**src/rtl/bin_dense_mul_arbiter_if.sv**
```systemverilog
// Bundle of requester, shared-multiplier and response signals for bin_dense_mul_arbiter.
// slave is the arbiter's view; master is the view of its environment.
interface bin_dense_mul_arbiter_if #(
  parameter int DIN0_WIDTH = 20,
  parameter int DIN1_WIDTH = 16,
  parameter int DOUT_WIDTH = 36,
  parameter int TAG_WIDTH  = 4
);
  logic                  req0_valid;
  logic                  req0_ready;
  logic [DIN0_WIDTH-1:0] req0_a;
  logic [DIN1_WIDTH-1:0] req0_b;
  logic [TAG_WIDTH-1:0]  req0_tag;

  logic                  req1_valid;
  logic                  req1_ready;
  logic [DIN0_WIDTH-1:0] req1_a;
  logic [DIN1_WIDTH-1:0] req1_b;
  logic [TAG_WIDTH-1:0]  req1_tag;

  logic [DIN0_WIDTH-1:0] mul_din0;
  logic [DIN1_WIDTH-1:0] mul_din1;
  logic [DOUT_WIDTH-1:0] mul_dout;

  logic                  rsp_valid;
  logic                  rsp_ready;
  logic [DOUT_WIDTH-1:0] rsp_p;
  logic                  rsp_src;
  logic [TAG_WIDTH-1:0]  rsp_tag;

  logic                  idle;

  modport slave (
    input  req0_valid, req0_a, req0_b, req0_tag,
    input  req1_valid, req1_a, req1_b, req1_tag,
    input  mul_dout, rsp_ready,
    output req0_ready, req1_ready,
    output mul_din0, mul_din1,
    output rsp_valid, rsp_p, rsp_src, rsp_tag, idle
  );

  modport master (
    output req0_valid, req0_a, req0_b, req0_tag,
    output req1_valid, req1_a, req1_b, req1_tag,
    output mul_dout, rsp_ready,
    input  req0_ready, req1_ready,
    input  mul_din0, mul_din1,
    input  rsp_valid, rsp_p, rsp_src, rsp_tag, idle
  );
endinterface

```
**src/rtl/bin_dense_mul_arbiter.sv**
```systemverilog
// Two-requester round-robin front end for a shared combinational signed multiplier,
// with an operand stage (S1) feeding the multiplier and a result stage (S2).
module bin_dense_mul_arbiter #(
  parameter int DIN0_WIDTH = 20,
  parameter int DIN1_WIDTH = 16,
  parameter int DOUT_WIDTH = 36,
  parameter int TAG_WIDTH  = 4
) (
  input  logic                    ap_clk,
  input  logic                    ap_rst,
  bin_dense_mul_arbiter_if.slave  bus
);

  logic                  v1_q, v1_d;
  logic [DIN0_WIDTH-1:0] a1_q, a1_d;
  logic [DIN1_WIDTH-1:0] b1_q, b1_d;
  logic                  src1_q, src1_d;
  logic [TAG_WIDTH-1:0]  tag1_q, tag1_d;

  logic                  v2_q, v2_d;
  logic [DOUT_WIDTH-1:0] p2_q, p2_d;
  logic                  src2_q, src2_d;
  logic [TAG_WIDTH-1:0]  tag2_q, tag2_d;

  logic                  last_grant_q, last_grant_d;

  logic adv1, adv2;
  logic gnt0, gnt1;
  logic xfer;

  always_comb begin
    adv2 = !v2_q || bus.rsp_ready;
    adv1 = !v1_q || adv2;
  end

  // Grant depends only on the valids and last_grant; adv1 gates it into ready.
  always_comb begin
    gnt0 = 1'b0;
    gnt1 = 1'b0;
    if (bus.req0_valid && bus.req1_valid) begin
      if (last_grant_q) gnt0 = 1'b1;
      else              gnt1 = 1'b1;
    end else if (bus.req0_valid) begin
      gnt0 = 1'b1;
    end else if (bus.req1_valid) begin
      gnt1 = 1'b1;
    end
  end

  always_comb begin
    bus.req0_ready = gnt0 && adv1 && !ap_rst;
    bus.req1_ready = gnt1 && adv1 && !ap_rst;
    xfer           = bus.req0_ready || bus.req1_ready;
  end

  always_comb begin
    v1_d         = v1_q;
    a1_d         = a1_q;
    b1_d         = b1_q;
    src1_d       = src1_q;
    tag1_d       = tag1_q;
    last_grant_d = last_grant_q;
    if (adv1) begin
      v1_d = xfer;
      if (xfer) begin
        a1_d         = gnt1 ? bus.req1_a   : bus.req0_a;
        b1_d         = gnt1 ? bus.req1_b   : bus.req0_b;
        tag1_d       = gnt1 ? bus.req1_tag : bus.req0_tag;
        src1_d       = gnt1;
        last_grant_d = gnt1;
      end
    end
  end

  always_comb begin
    v2_d   = v2_q;
    p2_d   = p2_q;
    src2_d = src2_q;
    tag2_d = tag2_q;
    if (adv2) begin
      v2_d = v1_q;
      if (v1_q) begin
        p2_d   = bus.mul_dout;
        src2_d = src1_q;
        tag2_d = tag1_q;
      end
    end
  end

  always_ff @(posedge ap_clk or posedge ap_rst) begin
    if (ap_rst) begin
      v1_q         <= 1'b0;
      a1_q         <= '0;
      b1_q         <= '0;
      src1_q       <= 1'b0;
      tag1_q       <= '0;
      v2_q         <= 1'b0;
      p2_q         <= '0;
      src2_q       <= 1'b0;
      tag2_q       <= '0;
      last_grant_q <= 1'b1;
    end else begin
      v1_q         <= v1_d;
      a1_q         <= a1_d;
      b1_q         <= b1_d;
      src1_q       <= src1_d;
      tag1_q       <= tag1_d;
      v2_q         <= v2_d;
      p2_q         <= p2_d;
      src2_q       <= src2_d;
      tag2_q       <= tag2_d;
      last_grant_q <= last_grant_d;
    end
  end

  always_comb begin
    bus.mul_din0  = a1_q;
    bus.mul_din1  = b1_q;
    bus.rsp_valid = v2_q;
    bus.rsp_p     = p2_q;
    bus.rsp_src   = src2_q;
    bus.rsp_tag   = tag2_q;
    bus.idle      = !v1_q && !v2_q;
  end

endmodule

```
**src/flat_wrapper.sv**
```systemverilog
// flat-port wrapper written by rule: the top's interface ports become plain ports
module bin_dense_mul_arbiter_flat 
#(
  parameter int DIN0_WIDTH = 20,
  parameter int DIN1_WIDTH = 16,
  parameter int DOUT_WIDTH = 36,
  parameter int TAG_WIDTH  = 4
)
  (ap_clk, ap_rst, bus_req0_valid, bus_req0_a, bus_req0_b, bus_req0_tag, bus_req1_valid, bus_req1_a, bus_req1_b, bus_req1_tag, bus_mul_dout, bus_rsp_ready, bus_req0_ready, bus_req1_ready, bus_mul_din0, bus_mul_din1, bus_rsp_valid, bus_rsp_p, bus_rsp_src, bus_rsp_tag, bus_idle);
  bin_dense_mul_arbiter_if #(.DIN0_WIDTH(DIN0_WIDTH), .DIN1_WIDTH(DIN1_WIDTH), .DOUT_WIDTH(DOUT_WIDTH), .TAG_WIDTH(TAG_WIDTH)) bus_i ();
  input  logic ap_clk;
  input  logic ap_rst;
  input wire logic [$bits(bus_i.req0_valid)-1:0] bus_req0_valid;
  input wire logic [$bits(bus_i.req0_a)-1:0] bus_req0_a;
  input wire logic [$bits(bus_i.req0_b)-1:0] bus_req0_b;
  input wire logic [$bits(bus_i.req0_tag)-1:0] bus_req0_tag;
  input wire logic [$bits(bus_i.req1_valid)-1:0] bus_req1_valid;
  input wire logic [$bits(bus_i.req1_a)-1:0] bus_req1_a;
  input wire logic [$bits(bus_i.req1_b)-1:0] bus_req1_b;
  input wire logic [$bits(bus_i.req1_tag)-1:0] bus_req1_tag;
  input wire logic [$bits(bus_i.mul_dout)-1:0] bus_mul_dout;
  input wire logic [$bits(bus_i.rsp_ready)-1:0] bus_rsp_ready;
  output wire logic [$bits(bus_i.req0_ready)-1:0] bus_req0_ready;
  output wire logic [$bits(bus_i.req1_ready)-1:0] bus_req1_ready;
  output wire logic [$bits(bus_i.mul_din0)-1:0] bus_mul_din0;
  output wire logic [$bits(bus_i.mul_din1)-1:0] bus_mul_din1;
  output wire logic [$bits(bus_i.rsp_valid)-1:0] bus_rsp_valid;
  output wire logic [$bits(bus_i.rsp_p)-1:0] bus_rsp_p;
  output wire logic [$bits(bus_i.rsp_src)-1:0] bus_rsp_src;
  output wire logic [$bits(bus_i.rsp_tag)-1:0] bus_rsp_tag;
  output wire logic [$bits(bus_i.idle)-1:0] bus_idle;
  assign bus_i.req0_valid = bus_req0_valid;
  assign bus_i.req0_a = bus_req0_a;
  assign bus_i.req0_b = bus_req0_b;
  assign bus_i.req0_tag = bus_req0_tag;
  assign bus_i.req1_valid = bus_req1_valid;
  assign bus_i.req1_a = bus_req1_a;
  assign bus_i.req1_b = bus_req1_b;
  assign bus_i.req1_tag = bus_req1_tag;
  assign bus_i.mul_dout = bus_mul_dout;
  assign bus_i.rsp_ready = bus_rsp_ready;
  assign bus_req0_ready = bus_i.req0_ready;
  assign bus_req1_ready = bus_i.req1_ready;
  assign bus_mul_din0 = bus_i.mul_din0;
  assign bus_mul_din1 = bus_i.mul_din1;
  assign bus_rsp_valid = bus_i.rsp_valid;
  assign bus_rsp_p = bus_i.rsp_p;
  assign bus_rsp_src = bus_i.rsp_src;
  assign bus_rsp_tag = bus_i.rsp_tag;
  assign bus_idle = bus_i.idle;
  bin_dense_mul_arbiter #(.DIN0_WIDTH(DIN0_WIDTH), .DIN1_WIDTH(DIN1_WIDTH), .DOUT_WIDTH(DOUT_WIDTH), .TAG_WIDTH(TAG_WIDTH)) u_core (.ap_clk(ap_clk), .ap_rst(ap_rst), .bus(bus_i));
endmodule
```
**config.mk**
```make
export PLATFORM = sky130hd
export DESIGN_NAME = bin_dense_mul_arbiter_flat
export DESIGN_NICKNAME = d
export VERILOG_FILES = /design/src/rtl/bin_dense_mul_arbiter_if.sv /design/src/rtl/bin_dense_mul_arbiter.sv /design/src/flat_wrapper.sv
export SDC_FILE = /design/constraint.sdc
export NUM_CORES = 1
export LEC_CHECK = 0
export CAP_MARGIN = 10
export CORE_MARGIN = 2
export CORE_UTILIZATION = 45
export CTS_CLUSTER_DIAMETER = 40
export DETAILED_ROUTE_END_ITERATION = 10
export GPL_TIMING_DRIVEN = 0
export PLACE_DENSITY_LB_ADDON = 0.25
export SLEW_MARGIN = 20
export SYNTH_ARGS = -nofsm -noshare
export SYNTH_HDL_FRONTEND = slang
export SYNTH_SLANG_ARGS = --single-unit
```
**constraint.sdc**
```tcl
create_clock -name ap_clk -period 6.5 [get_ports ap_clk]
set_input_delay 1.3 -clock ap_clk [delete_from_list [all_inputs] [get_ports ap_clk]]
set_output_delay 1.3 -clock ap_clk [all_outputs]
set_load 0.01 [all_outputs]
```
==> flow_summary.yaml, run 1 <==
outcome:
  status: "completed"
power_and_ir_drop:
  p_seq_share_pct: 39.5
  switching_share_pct: 29.7
  combPwrFrac_pct: 41.2
  p_sw_mw: 0.539
  p_leak_nw: 2.73
  pwr_density_cell_nw_per_um2: 264
  p_int_mw: 1.27
  ir_worst_vdd_mv: 0.146
  clock_power_share_pct: 19.4
route:
  vias: 3101
  dr.pass1.iters: 4
  drtAntennaViolNets: 0
  drc: 0
  routed_wl_um: 11500
  wl_per_cell_um: 19.0
  drtIter0Drc: 92
  via_per_inst: 5.14
timing:
  setup_violations: 0
  slew_headroom_pct: 61.5
  finalCritPeriodShare_pct: 70.5
  hold_viol: 0
  setup_ws_ps: 1920
  drv_slew: 0
  rsz0062_at_grt: "no"
  min_period_ps: 4580
  skew_ps: 12.5
  fmaxAchievable_mhz: 218
  worst_slew_pin_slew_ps: 577
cts:
  insertion_delay_ps: 340
  cts-buffers-inserted: 9
  hold_buffers: 0
  cts_setup_buffers: 0
  ctsResizeCount: 0
  tritoncts: "yes"
  cts_sinks: 85
  root_buffer: "clkbuf_8"
  htree_levels: 3
  cts.clk_slew.worst_paths_ps: 80
  cts_buffer_depth: 2
job:
  drv_cap: 0
worst_setup_path:
  cp.required_ps: 5200
  cp_max_fo: 45
  cp-end-kind: "output pin"
  r2r_start: "u_core.last_grant_q"
  arrival_ps: 3280
  critPathKind: "input pin to output pin"
  critPathLaunch: "ap_rst"
  startpoint_type: "input pin"
logic_synthesis:
  synth_nets: 373
  synthesis.area_um2: 4480
  synthTopCellsByArea: "dfrtp_1, o32ai_2, a2bb2oi_2"
  yosysWarningCount: 0
  yosysUniqueCellTypes: 28
  dominantRegCellSynth: "dfrtp_1"
  syn_inst: 252
  synth_top_area_share_pct: 46.9
  synth-seq-cells: 85
  synth_edf_count: 0
  avgSynthCellArea_um2: 17.8
  ys_seq_area_share_pct: 47.5
  async_reset_ff_share_pct: 100
  yosysTopAreaCell: "dfrtp_1"
die:
  initial_core_util_pct: 46.0
  core-area_um2: 9730
  dieArea_um2: 10800
  die_h_um: 104
  die_width_um: 104
  rows: 36
  pin_count: 202
cells_and_area:
  regArea_um2: 2130
  antenna_cells: 0
  nFillCells: 694
  final_area_um2: 6870
  final_core_util_pct: 70.6
  fin_nets: 586
  multiInputGateArea_um2: 2010
  drive_gt1_share_pct: 37.0
  synthToLayoutAreaGrowth_pct: 53.4
placed_design:
  portBuffers: 201
  pre_cts_ws_ps: 1880
  gp_congestion: 0.776
  postPlaceCellArea_um2: 6690
  hpwl_um: 8510
global_route:
  antenna_found_initial: 0
  grt_pass1_vias: 3331
  grt_usage_pct: 21.4
  grt_max_degree: 46
  grt_remaining_overflow: 0
  grt_pass1_wl_um: 18300
hold_path:
  min_from: "u_core.src1_q"
  hold_class: "flop to flop"
[layout by cell type (no fill, tap or decap), types with 3 or more instances in the layout]
cell,synthesis,routed
buf_6,14,14
buf_8,6,6
mux2_4,40,40
o32ai_2,40,40
a2bb2oi_2,40,40
dfrtp_1,84,84
nand2_1,3,3
clkbuf_8,1,11
buf_12,3,3
clkdlybuf4s50_1,0,201
[power groups by stage]
stage | combinational [mW] | sequential (mW) | clock (mW)
after global placement | 0.737 | 0.718 | 0
after floorplan | 0.344 | 0.770 | 0
after detailed placement | 0.749 | 0.726 | 0
final | 0.746 | 0.715 | 0.351
after global routing | 0.783 | 0.730 | 0.384
after CTS | 0.753 | 0.716 | 0.360
[metal layers]
| layer | GRT usage [%] | share of wire (%) | up-vias |
|---|---|---|---|
| met5 | 0 | 0 | - |
| met4 | 6.27 | 1.6 | 0 |
| met3 | 5.35 | 6.9 | 14 |
| met2 | 36.2 | 49 | 134 |
| met1 | 27.3 | 43 | 1534 |
| li1 | - | - | 1419 |
[kinds of logic after synthesis]
group	synth area share, %
and+or+nand+nor	2.35
AOI/OAI and AO/OA	29.0
muxes	13.7
buffers and inverters	7.51
DFF	47.5
[synthesized netlist by cell type (2+ instances only)]
master / count
buf_8: 6
a2bb2oi_2: 40
mux2_4: 40
nand2b_1: 2
nor2_1: 2
buf_12: 3
buf_6: 14
o32ai_2: 40
dfrtp_1: 84
nand2_1: 3
[sequential cells by signal, summed over array words and instances (netlist names), 4 cells and up]
name                 count
u_core.bus.mul_din0     20
u_core.bus.mul_din1     16
u_core.bus.rsp_p        36
u_core.bus.rsp_tag       4
u_core.tag1_q            4
[path summary, 6_finish.rpt]
check	end	slack, ps	depth (start not counted)
worst max register to register	u_core.bus.mul_din1[7]	5100	5
worst min-delay path	u_core.src1_q	510	1
min in group asynchronous	u_core.bus.mul_din0[15]	1440	2
worst max-delay path	bus_req0_ready	1920	5
worst min register to register	u_core.src1_q	510	1
max in group asynchronous	u_core.bus.mul_din1[7]	4450	3
[metrics by stage]
step	hold WS, ps	setup TNS (ps)	std cells	power (mW)
2_1_floorplan	470	0	252	1.11
3_3_place_gp	489	-723	586	1.46
3_5_place_dp	487	0	587	1.48
4_1_cts	515	0	603	1.83
5_1_grt	534	0	603	1.90
6_report	505	0	603	1.81
[critical path, cell delays in order]
cell and delay [ps]:
clkdlybuf4s50_1 480, inv_4 460, nand2_1 220, nor3_1 230, clkdlybuf4s50_1 570
[final cells by class]
type / count / share of cell area (%)
clock buffer: 10 / 2.00
sequential: 85 / 31.0
clock inverter: 6 / 0.674
inverter: 2 / 0.146
timing repair buffer: 202 / 29.7
buffer: 25 / 4.79
multi-input combinational: 140 / 29.3
tap: 133 / 2.42
Note: power is estimated with default switching activity, not from simulation.
==> inputs of run 2 (changes only) <==
CORE_UTILIZATION = 42   (was 45)
clock period = 4.3 ns   (was 6.5 ns; I/O delays follow)
==> flow_summary.yaml, run 2 (synthesized netlist as in run 1, its figures left out) <==
cells_and_area:
  fin_nets: 586
  largest_reg_flops: 36
  final_common_cell: "clkdlybuf4s50_1"
  final_area_um2: 6920
  drive_gt1_share_pct: 36.9
  antenna_cells: 0
  layout_common_cells: "clkdlybuf4s50_1, dfrtp_1, o32ai_2, a2bb2oi_2, mux2_4"
  final_cells: 605
  synthToLayoutAreaGrowth_pct: 54.6
timing:
  whs_ps: 503
  fmaxAchievable_mhz: 258
  skew_ps: 10.2
  rsz0062_at_grt: "no"
  finalCritPeriodShare_pct: 90.1
  worst_slew_pin_slew_ps: 523
  drv_slew: 0
  setup_violations: 0
  min_period_ps: 3880
  hold_viol: 0
  slew_headroom_pct: 65.1
power_and_ir_drop:
  p_leak_nw: 2.76
  pwr_density_cell_nw_per_um2: 411
  ir_worst_vdd_mv: 0.198
  finalPower_mw: 2.85
worst_setup_path:
  cp-end-kind: "output pin"
  slowest_delay_ps: 560
  critPathKind: "input pin to output pin"
  slowest_stage: "clkdlybuf4s50_1"
  arrival_ps: 3020
  path_common_cell: "clkdlybuf4s50_1"
  cp_max_fo: 49
  startpoint_type: "input pin"
  cp.required_ps: 3440
  cp_cell_sequence: "clkdlybuf4s50_1, inv_4, buf_16, nand2_1, nor3_1, clkdlybuf4s50_1"
global_route:
  met1_usage_pct: 25.2
  grt_usage_pct: 19.3
  busiest_layer: "met2"
  grt_pass1_wl_um: 17100
  antenna_found_initial: 0
  grt_pass1_vias: 3203
  grt_remaining_overflow: 0
  grt_use_met3_pct: 5.99
  grt_max_degree: 50
  gr-usage-met2_pct: 30.3
placed_design:
  gp_congestion: 0.735
  postPlaceCellArea_um2: 6690
  portBuffers: 201
  hpwl_um: 8160
  place_inst: 590
job:
  drv_cap: 0
die:
  pin_count: 202
  die_width_um: 107
  dieArea_um2: 11500
  die_h_um: 107
  rows: 37
  initial_core_util_pct: 43.4
  core-area_um2: 10300
cts:
  htree_levels: 3
  tritoncts: "yes"
  cts_setup_buffers: 0
  ctsResizeCount: 0
  hold_buffers: 0
  insertion_delay_ps: 360
  cts-buffers-inserted: 9
  cts.clk_slew.worst_paths_ps: 80
  cts_buffer_depth: 2
  cts_sinks: 85
  root_buffer: "clkbuf_8"
hold_path:
  hold_class: "flop to flop"
route:
  routed_wl_um: 11000
  vias: 3072
  wl_per_cell_um: 18.1
  drtIter0Drc: 58
  via_per_inst: 5.08
  dr.pass1.iters: 4
  drc: 0
  drtAntennaViolNets: 0
outcome:
  status: "completed"
[run 2: cell types whose count changed in the layout (fill, tap and decap cells not counted)]
cell | before | now
inv_6 | 2 | 0
clkinvlp_4 | 2 | 1
clkinv_2 | 1 | 0
clkbuf_8 | 11 | 13
clkinv_4 | 1 | 0
bufinv_16 | 0 | 2
[run 2: worst max-delay path, delay by kind of cell]
kind          cells  cell delay, ps
buf+inv           4            1800
simple gates      2             350
[run 2: stage by stage]
stage	utilization, %	TNS, ps	setup slack, ps
floorplan	-	0	59.6
global placement	64.5	-26480	-1820
detailed placement	64.8	0	339
CTS	67.1	0	325
global route	67.1	0	196
finish	67.1	0	425
[run 2: final cells by class]
| type | instances | area [um2] |
|---|---|---|
| Buffer | 25 | 329 |
| Clock buffer | 12 | 165 |
| Clock inverter | 3 | 67.6 |
| Fill cell | 743 | 3400 |
| Inverter | 2 | 10.0 |
| Multi-Input combinational cell | 140 | 2010 |
| Sequential cell | 85 | 2130 |
| Tap cell | 136 | 170 |
| Timing Repair Buffer | 202 | 2040 |
[run 2: final timing paths]
kind	start	endpoint	slack (ps)	cells past startpoint
max reg2reg	u_core.last_grant_q	u_core.bus.mul_din1[13]	2900	5
min reg2reg	u_core.src1_q	u_core.src1_q	500	1
min in group asynchronous	ap_rst	u_core.bus.mul_din0[3]	980	2
min	u_core.src1_q	u_core.src1_q	500	1
max	ap_rst	bus_req0_ready	420	6
max in group asynchronous	ap_rst	u_core.last_grant_q	2670	3
[run 2: report_power, final]
group | internal [mW] | total, mW | switching (mW)
combinational | 0.723 | 1.11 | 0.392
clock | 0.372 | 0.650 | 0.278
sequential | 0.971 | 1.08 | 0.111
total | 2.07 | 2.85 | 0.781
[run 2: metal layers]
metal  vias up  share of wire, %
met5         -                 0
met2       133                47
met1      1500                43
met4         0               1.3
met3        12               8.8
li1       1427                 -
